<file path="src/rtl/occ_phy_pkg.sv">
// occ_phy_pkg: shared IDLE K-word defaults and TX framer state encoding.
`default_nettype none

package occ_phy_pkg;

   localparam logic [15:0] c_IDLE   = 16'hbc95;
   localparam logic [1:0]  c_IDLE_K = 2'b10;

   typedef enum logic [1:0] {
      ST_DOWN   = 2'd0,
      ST_WARMUP = 2'd1,
      ST_RUN    = 2'd2
   } tx_state_t;

endpackage

`default_nettype wire

</file>
<file path="src/rtl/occ_tx_slot_ctr.sv">
// occ_tx_slot_ctr: wrapping slot counter (0..PERIOD-1) with clear/enable; flags slot 0.
`default_nettype none

module occ_tx_slot_ctr #(
   parameter int PERIOD = 193,
   parameter int WIDTH  = 8
) (
   input  logic clk_i,
   input  logic rst_n_i,
   input  logic clr,
   input  logic en,
   output logic zero
);

   logic [WIDTH-1:0] slot;

   always_ff @(posedge clk_i or negedge rst_n_i) begin
      if (!rst_n_i) begin
         slot <= '0;
      end else if (clr) begin
         slot <= '0;
      end else if (en) begin
         if (slot == WIDTH'(PERIOD - 1)) begin
            slot <= '0;
         end else begin
            slot <= slot + WIDTH'(1);
         end
      end
   end

   assign zero = (slot == '0);

endmodule

`default_nettype wire

</file>
<file path="src/rtl/occ_tx_framer.sv">
// occ_tx_framer: merges a valid/ready payload stream with periodic IDLE K-words for the GT TX port,
// holding the line at IDLE until local and remote ends are ready, then sending a warm-up IDLE burst.
`default_nettype none

module occ_tx_framer
   import occ_phy_pkg::*;
#(
   parameter logic [15:0] g_IDLE         = c_IDLE,
   parameter logic [1:0]  g_IDLE_K       = c_IDLE_K,
   parameter int          g_IDLE_PERIOD  = 193,
   parameter int          g_WARMUP_IDLES = 16,
   parameter bit          g_FILL_TSTAMP  = 1'b0
) (
   input  logic        clk_i,
   input  logic        rst_n_i,
   input  logic        tx_rdy_i,
   input  logic        remote_rdy_i,
   input  logic [15:0] s_data_i,
   input  logic        s_valid_i,
   output logic        s_ready_o,
   output logic [15:0] tx_data_o,
   output logic [1:0]  tx_k_o,
   output logic        running_o,
   output logic [31:0] data_cnt_o
);

   localparam int SLOT_W = $clog2(g_IDLE_PERIOD);
   localparam int WARM_W = $clog2(g_WARMUP_IDLES + 1);

   tx_state_t         state;
   logic [WARM_W-1:0] warm_cnt;
   logic [15:0]       tstamp;
   logic              remote_meta;
   logic              remote_sync;
   logic              rdy;
   logic              slot_zero;
   logic              in_run;
   logic              open_slot;
   logic              accept;

   always_ff @(posedge clk_i or negedge rst_n_i) begin
      if (!rst_n_i) begin
         remote_meta <= 1'b0;
         remote_sync <= 1'b0;
      end else begin
         remote_meta <= remote_rdy_i;
         remote_sync <= remote_meta;
      end
   end

   assign rdy       = tx_rdy_i & remote_sync;
   assign in_run    = (state == ST_RUN);
   assign open_slot = in_run & ~slot_zero & rdy;
   assign accept    = open_slot & s_valid_i;
   assign s_ready_o = open_slot;
   assign running_o = in_run;

   occ_tx_slot_ctr #(
      .PERIOD (g_IDLE_PERIOD),
      .WIDTH  (SLOT_W)
   ) u_slot_ctr (
      .clk_i   (clk_i),
      .rst_n_i (rst_n_i),
      .clr     (~in_run),
      .en      (in_run),
      .zero    (slot_zero)
   );

   // Warm-up lasts exactly g_WARMUP_IDLES cycles, each of which emits one IDLE.
   always_ff @(posedge clk_i or negedge rst_n_i) begin
      if (!rst_n_i) begin
         state    <= ST_DOWN;
         warm_cnt <= '0;
      end else begin
         case (state)
            ST_DOWN: begin
               warm_cnt <= '0;
               if (rdy) begin
                  state <= ST_WARMUP;
               end
            end
            ST_WARMUP: begin
               if (!rdy) begin
                  state    <= ST_DOWN;
                  warm_cnt <= '0;
               end else if (warm_cnt == WARM_W'(g_WARMUP_IDLES - 1)) begin
                  state    <= ST_RUN;
                  warm_cnt <= '0;
               end else begin
                  warm_cnt <= warm_cnt + WARM_W'(1);
               end
            end
            ST_RUN: begin
               if (!rdy) begin
                  state <= ST_DOWN;
               end
            end
            default: begin
               state    <= ST_DOWN;
               warm_cnt <= '0;
            end
         endcase
      end
   end

   always_ff @(posedge clk_i or negedge rst_n_i) begin
      if (!rst_n_i) begin
         tstamp <= '0;
      end else begin
         tstamp <= tstamp + 16'd1;
      end
   end

   // Payload always leaves with k=00, even when it happens to equal the IDLE word.
   always_ff @(posedge clk_i or negedge rst_n_i) begin
      if (!rst_n_i) begin
         tx_data_o  <= g_IDLE;
         tx_k_o     <= g_IDLE_K;
         data_cnt_o <= '0;
      end else if (accept) begin
         tx_data_o  <= s_data_i;
         tx_k_o     <= 2'b00;
         data_cnt_o <= data_cnt_o + 32'd1;
      end else if (open_slot && g_FILL_TSTAMP) begin
         tx_data_o  <= tstamp;
         tx_k_o     <= 2'b00;
      end else begin
         tx_data_o  <= g_IDLE;
         tx_k_o     <= g_IDLE_K;
      end
   end

endmodule

`default_nettype wire

</file>
<file path="config.mk">
export PLATFORM = sky130hd
export DESIGN_NAME = occ_tx_framer
export DESIGN_NICKNAME = d
export VERILOG_FILES = /design/src/rtl/occ_phy_pkg.sv /design/src/rtl/occ_tx_slot_ctr.sv /design/src/rtl/occ_tx_framer.sv
export SDC_FILE = /design/constraint.sdc
export NUM_CORES = 1
export LEC_CHECK = 0
export CORE_UTILIZATION = 30
export CTS_CLUSTER_DIAMETER = 100
export DETAILED_ROUTE_END_ITERATION = 6
export PLACE_DENSITY = 0.65
export RECOVER_POWER = 25
export SETUP_SLACK_MARGIN = 0.2
export SYNTH_ARGS = -nofsm -noshare
export SYNTH_HDL_FRONTEND = slang
export SYNTH_SLANG_ARGS = --single-unit
</file>
<file path="constraint.sdc">
create_clock -name clk_i -period 4.9 [get_ports clk_i]
set_input_delay 1.225 -clock clk_i [delete_from_list [all_inputs] [get_ports clk_i]]
set_output_delay 1.225 -clock clk_i [all_outputs]
set_load 0.02 [all_outputs]
</file>
After elaboration in Yosys (flattened, before gate mapping). Cells that the tools add are included.

Input port bits: 21. Output and inout port bits: 52. Flip-flop bits (word level): 67. Word-level logic and storage cells: 38.

Add/subtract/negate cells: 3. Equal/unequal tests: 7. Muxes and demuxes: 12. Reductions and logical operators: 3. Bitwise logic cells: 5.

Operators by type and width (count): $add 32x1->32 const B (1); $mux 16 (1); $mux 8 (2); $mux 2 (5); $mux 5 (2); $pmux 5 s2 (1); $add 8x1->8 const B (1); $eq 8x8->1 const B (1); $logic_not 8->1 (1); $pmux 2 s3 (1); $add 5x1->5 const B (1); $eq 5x4->1 const B (1); $and 1x1->1 (4); $ne 2x2->1 const B (2); $ne 3x3->1 const B (1); $reduce_and 3->1 (1); $eq 2x1->1 const B (1); $eq 2x2->1 const B (1); $logic_not 2->1 (1); $not 1->1 (1).

Longest topological paths before layout.
Word-level depth: 6. Gate-level depth with buffers: 8. Mapped depth without buffers: 7.

Modules after synthesis. A second synthesis with hierarchy kept.

Cell total of the unflattened synthesis: 269. Area, all modules: 3012.9 um2.

By module, submodules not included: occ_tx_framer (area each 2529.9 um2, times used 1, cells each 220, seq. area each 1463.9 um2); occ_tx_slot_ctr (area each 483.0 um2, times used 1, cells each 49, seq. area each 200.2 um2).

Least setup slack after synthesis. OpenSTA, ideal clock, no wires.

Path type: input-to-output. Start point: input port tx_rdy_i. End point: output port s_ready_o. Required time: 3.675 ns. Buffers on the path: 0. Cell stages on the path: 2. Data arrival time: 1.717 ns. Setup slack: 1.958 ns. Cell sequence: nand4b_4 a21oi_1.

Word-level cells in the longest chain between the ends: 2.

Ends and longest elaborated chain: from (decl) (line occ_tx_framer.sv:16) `input logic tx_rdy_i,`; $and 1x1->1 (line occ_tx_framer.sv:51) `assign rdy = tx_rdy_i & remote_sync;`; $and 1x1->1 (line occ_tx_framer.sv:53) `assign open_slot = in_run & ~slot_zero & rdy;`; to (decl) (line occ_tx_framer.sv:20) `output logic s_ready_o,`.

Every way passes these cells.

Worst setup path after layout. Same ends and word-level chain as after synthesis.

==> summary.txt <==
Status
  • Result of the run: complete, but fails checks
  • Failing checks: max-capacitance violations, max-slew violations

Synth
  • Sequential area share after synthesis: 0.5856
  • Distinct cell type count after synthesis: 40
  • Compound-Gate Fraction of Synth Area: 0.03567
  • Area fraction of the dominant cell type after synthesis: 0.4932
  • Simple-gate area share of the yosys netlist: 0.2219
  • Post-synthesis mux area share: 0
  • Average cell area after synthesis: 11.60 um2
  • Library cell occupying the most area in the post-synthesis netlist: sky130_fd_sc_hd__dfrtp_1
  • Count of warnings emitted by yosys: 0
  • Dominant combinational cell family by area after synthesis: simple AND/OR/NAND/NOR gates
  • Parity-gate share of the synthesized area counting xor and xnor cells: 0.1140
  • Net count after synthesis: 270
  • Gate count after technology mapping: 245
  • Synthesis-stage register bit count: 66
  • Most area-consuming cells after synthesis: sky130_fd_sc_hd__dfrtp_1 49%, sky130_fd_sc_hd__dfstp_2 9.2%, sky130_fd_sc_hd__xnor2_1 5.9%
  • Flip-flop cell with the highest count after synthesis: sky130_fd_sc_hd__dfrtp_1
  • Synthesized-area fraction occupied by adder cells: 0.01761
  • List of most frequent post-synthesis cells: 56 x sky130_fd_sc_hd__dfrtp_1, 19 x sky130_fd_sc_hd__nand2_1, 19 x sky130_fd_sc_hd__nor2_1, 19 x sky130_fd_sc_hd__xnor2_1
  • Synth Cell Area: 2841 um2
  • Number of flops mapped to enable cells by yosys: 0
  • Share of async-settable or async-resettable flops after synthesis: 1.000
  • Most frequent cell after synthesis: sky130_fd_sc_hd__dfrtp_1

STA
  • Setup violators final: 0
  • Worst Hold Margin: 0.3422 ns
  • Share of the clock period used by the worst path: 0.7934
  • Final hold violations: 0
  • Unrepaired setup endpoints after global routing: false
  • Relative max-transition margin: -0.1279
  • Final critical-path required period: 3.888 ns
  • Slew at the pin with the worst max-slew slack: 1.692 ns
  • Aggregate negative setup slack: 0 ns
  • Max frequency: 257.2 MHz
  • Clock skew: 0.009020 ns
  • Total count of max-transition violations in the final report: 33

Route
  • Remaining number of nets flagged by the antenna check after routing: 0
  • Routed vias: 2024
  • Number of remaining DRC errors: 0
  • Routed Wire Length: 5704 um
  • Average wire per standard cell: 12.93 um
  • Vias/cell: 4.590
  • Detailed-router iteration count before antenna repair: 3
  • Drt first-iter violations: 40

Clock tree
  • H-Tree Level Count: 3
  • Number of clock sinks seen by CTS: 66
  • Number of hold buffers added after cts: 0
  • PostCTS Resize Cnt: 0
  • Total CTS buffers: 9
  • Clock-pin slew on the worst setup and hold paths: 0.07 ns
  • Postcts setup bufs: 0
  • Clock network latency to the later pin of the worst-skew pair: 0.34 ns
  • TritonCTS clock tree: built
  • Longest Clk Path Bufs: 2
  • Root buffer selected by CTS: sky130_fd_sc_hd__clkbuf_8

GRT
  • Number of global-route vias before repair: 2057
  • First-pass GRT wire length: 9611 um
  • Number of antenna violations at the first check in global routing: 0
  • Residual overflow from global routing: 0
  • Maximum number of pins on one net before global-route repair: 36
  • Overall track demand over capacity in global routing: 0.1257

Final layout
  • Summed area of non-filler cells in the final layout: 3875 um2
  • Post-layout instance count excluding filler cells: 441
  • Layout cell share with drive strength beyond 1: 0.1273
  • Sequential cell area: 1664 um2
  • Number of filler cells placed in the layout: 883
  • Nets: 350
  • Antenna Cells: 0
  • Post-synthesis to final-layout area growth: 36.37%
  • Area of combinational cells with multiple inputs: 1110 um2

Floorplanning
  • Floorplan core area: 9196 um2
  • Initial Utilization: 0.3090
  • Die Area: 9864 um2
  • Standard-cell rows: 35
  • Height of the die: 99.32 um
  • I/O pin total: 73
  • Die X: 99.32 um

Setup path
  • Endpoint class of the critical path: output pin
  • Worst-path maximum fanout: 4
  • Category of the most critical setup path: in -> out
  • Crit path launch type: primary input
  • Endpoint arrival time on the critical path: 2.66 ns
  • Critical path required time: 3.67 ns

Flow run
  • Maximum Capacitance Violations: 1

Placement
  • Area post-placement: 3682 um2
  • Post-detail-place hpwl: 4102 um
  • Buffers on Ports: 71
  • Post-Place Cells: 425
  • Last weighted congestion value of the routability-driven placer: 0.8097

Hold path
  • Min-delay worst type: reg -> reg

Power
  • Power density relative to cell area: 267.7 nW/um2
  • Tot Pwr: 1.037 mW
  • Peak VDD IR: 0.1172 mV
  • Reported leakage power: 1.674 nW
==> final cells by class <==
type | count | area share
clock buffers | 10 | 0.03552
inverters | 13 | 0.01259
well taps | 111 | 0.03584
multi-input cells | 162 | 0.2864
repair buffers | 73 | 0.1857
flip-flops and latches | 66 | 0.4294
clock inverters | 6 | 0.01453
==> layer usage <==
layer / track usage / vias to the layer above / share of wire
li1: - / 965 / -
met1: 0.1490 / 1000 / 0.44
met2: 0.2041 / 51 / 0.48
met3: 0.05411 / 8 / 0.071
met4: 0.04412 / 0 / 0.012
met5: 0 / - / 0
==> path summary, 6_finish.rpt <==
check,startpoint,endpoint,slack [ns],cells after the start
setup reg to reg,u_slot_ctr.slot[0],data_cnt_o[23],2.62,7
hold reg to reg,remote_meta,remote_sync,0.34,0
setup / recovery,tx_rdy_i,s_ready_o,1.01,4
min in group asynchronous,rst_n_i,data_cnt_o[9],1.32,1
hold / removal,remote_meta,remote_sync,0.34,0
max in group asynchronous,rst_n_i,tx_data_o[2],2.31,2
==> cell usage in the layout, fill, tap and decap left out, types with 5 or more instances in the layout <==
cell type,count
sky130_fd_sc_hd__clkdlybuf4s50_1,69
sky130_fd_sc_hd__dfrtp_1,56
sky130_fd_sc_hd__nand2_1,19
sky130_fd_sc_hd__nor2_1,19
sky130_fd_sc_hd__xnor2_1,19
sky130_fd_sc_hd__nand3_1,18
sky130_fd_sc_hd__xor2_1,18
sky130_fd_sc_hd__inv_1,13
sky130_fd_sc_hd__clkbuf_8,10
sky130_fd_sc_hd__dfstp_2,10
sky130_fd_sc_hd__and2_1,9
sky130_fd_sc_hd__nand2b_1,9
sky130_fd_sc_hd__o21ai_0,6
sky130_fd_sc_hd__nor3_1,5
sky130_fd_sc_hd__nand4_1,5
==> kinds of logic after synthesis <==
family	Yosys count
other	1
adders and majority gates	4
DFF	66
buffers and inverters	17
xor gates and xnor gates	37
and+or+nand+nor	107
AOI/OAI and AO/OA	13
==> state kept, by name (all words and copies together), names as in the netlist <==
register         count
remote_sync          1
data_cnt_o          32
state                2
warm_cnt             5
remote_meta          1
u_slot_ctr.slot      8
tx_data_o           16
tx_k_o               1
==> worst max-delay path, stage by stage <==
cell,delay [ns]
sky130_fd_sc_hd__clkdlybuf4s50_1,0.52
sky130_fd_sc_hd__nand4b_4,0.15
sky130_fd_sc_hd__a21oi_1,0.15
sky130_fd_sc_hd__clkdlybuf4s50_1,0.61
==> through the flow <==
| stage | setup WS, ns | utilization |
|---|---|---|
| 2_1_floorplan | 1.958 | - |
| 3_3_place_gp | 1.012 | 0.4004 |
| 3_5_place_dp | 0.9890 | 0.4004 |
| 4_1_cts | 0.9906 | 0.4215 |
| 5_1_grt | 0.9564 | 0.4214 |
| 6_report | 1.012 | 0.4214 |
==> power by group <==
group	total [mW]	switching (mW)	internal (mW)	leakage [nW]
sequential	0.551	0.00323	0.548	0.845
clock	0.448	0.204	0.244	0.0995
combinational	0.0382	0.0191	0.0191	0.729
total	1.04	0.226	0.811	1.67
(Power assumes the default switching activity.)
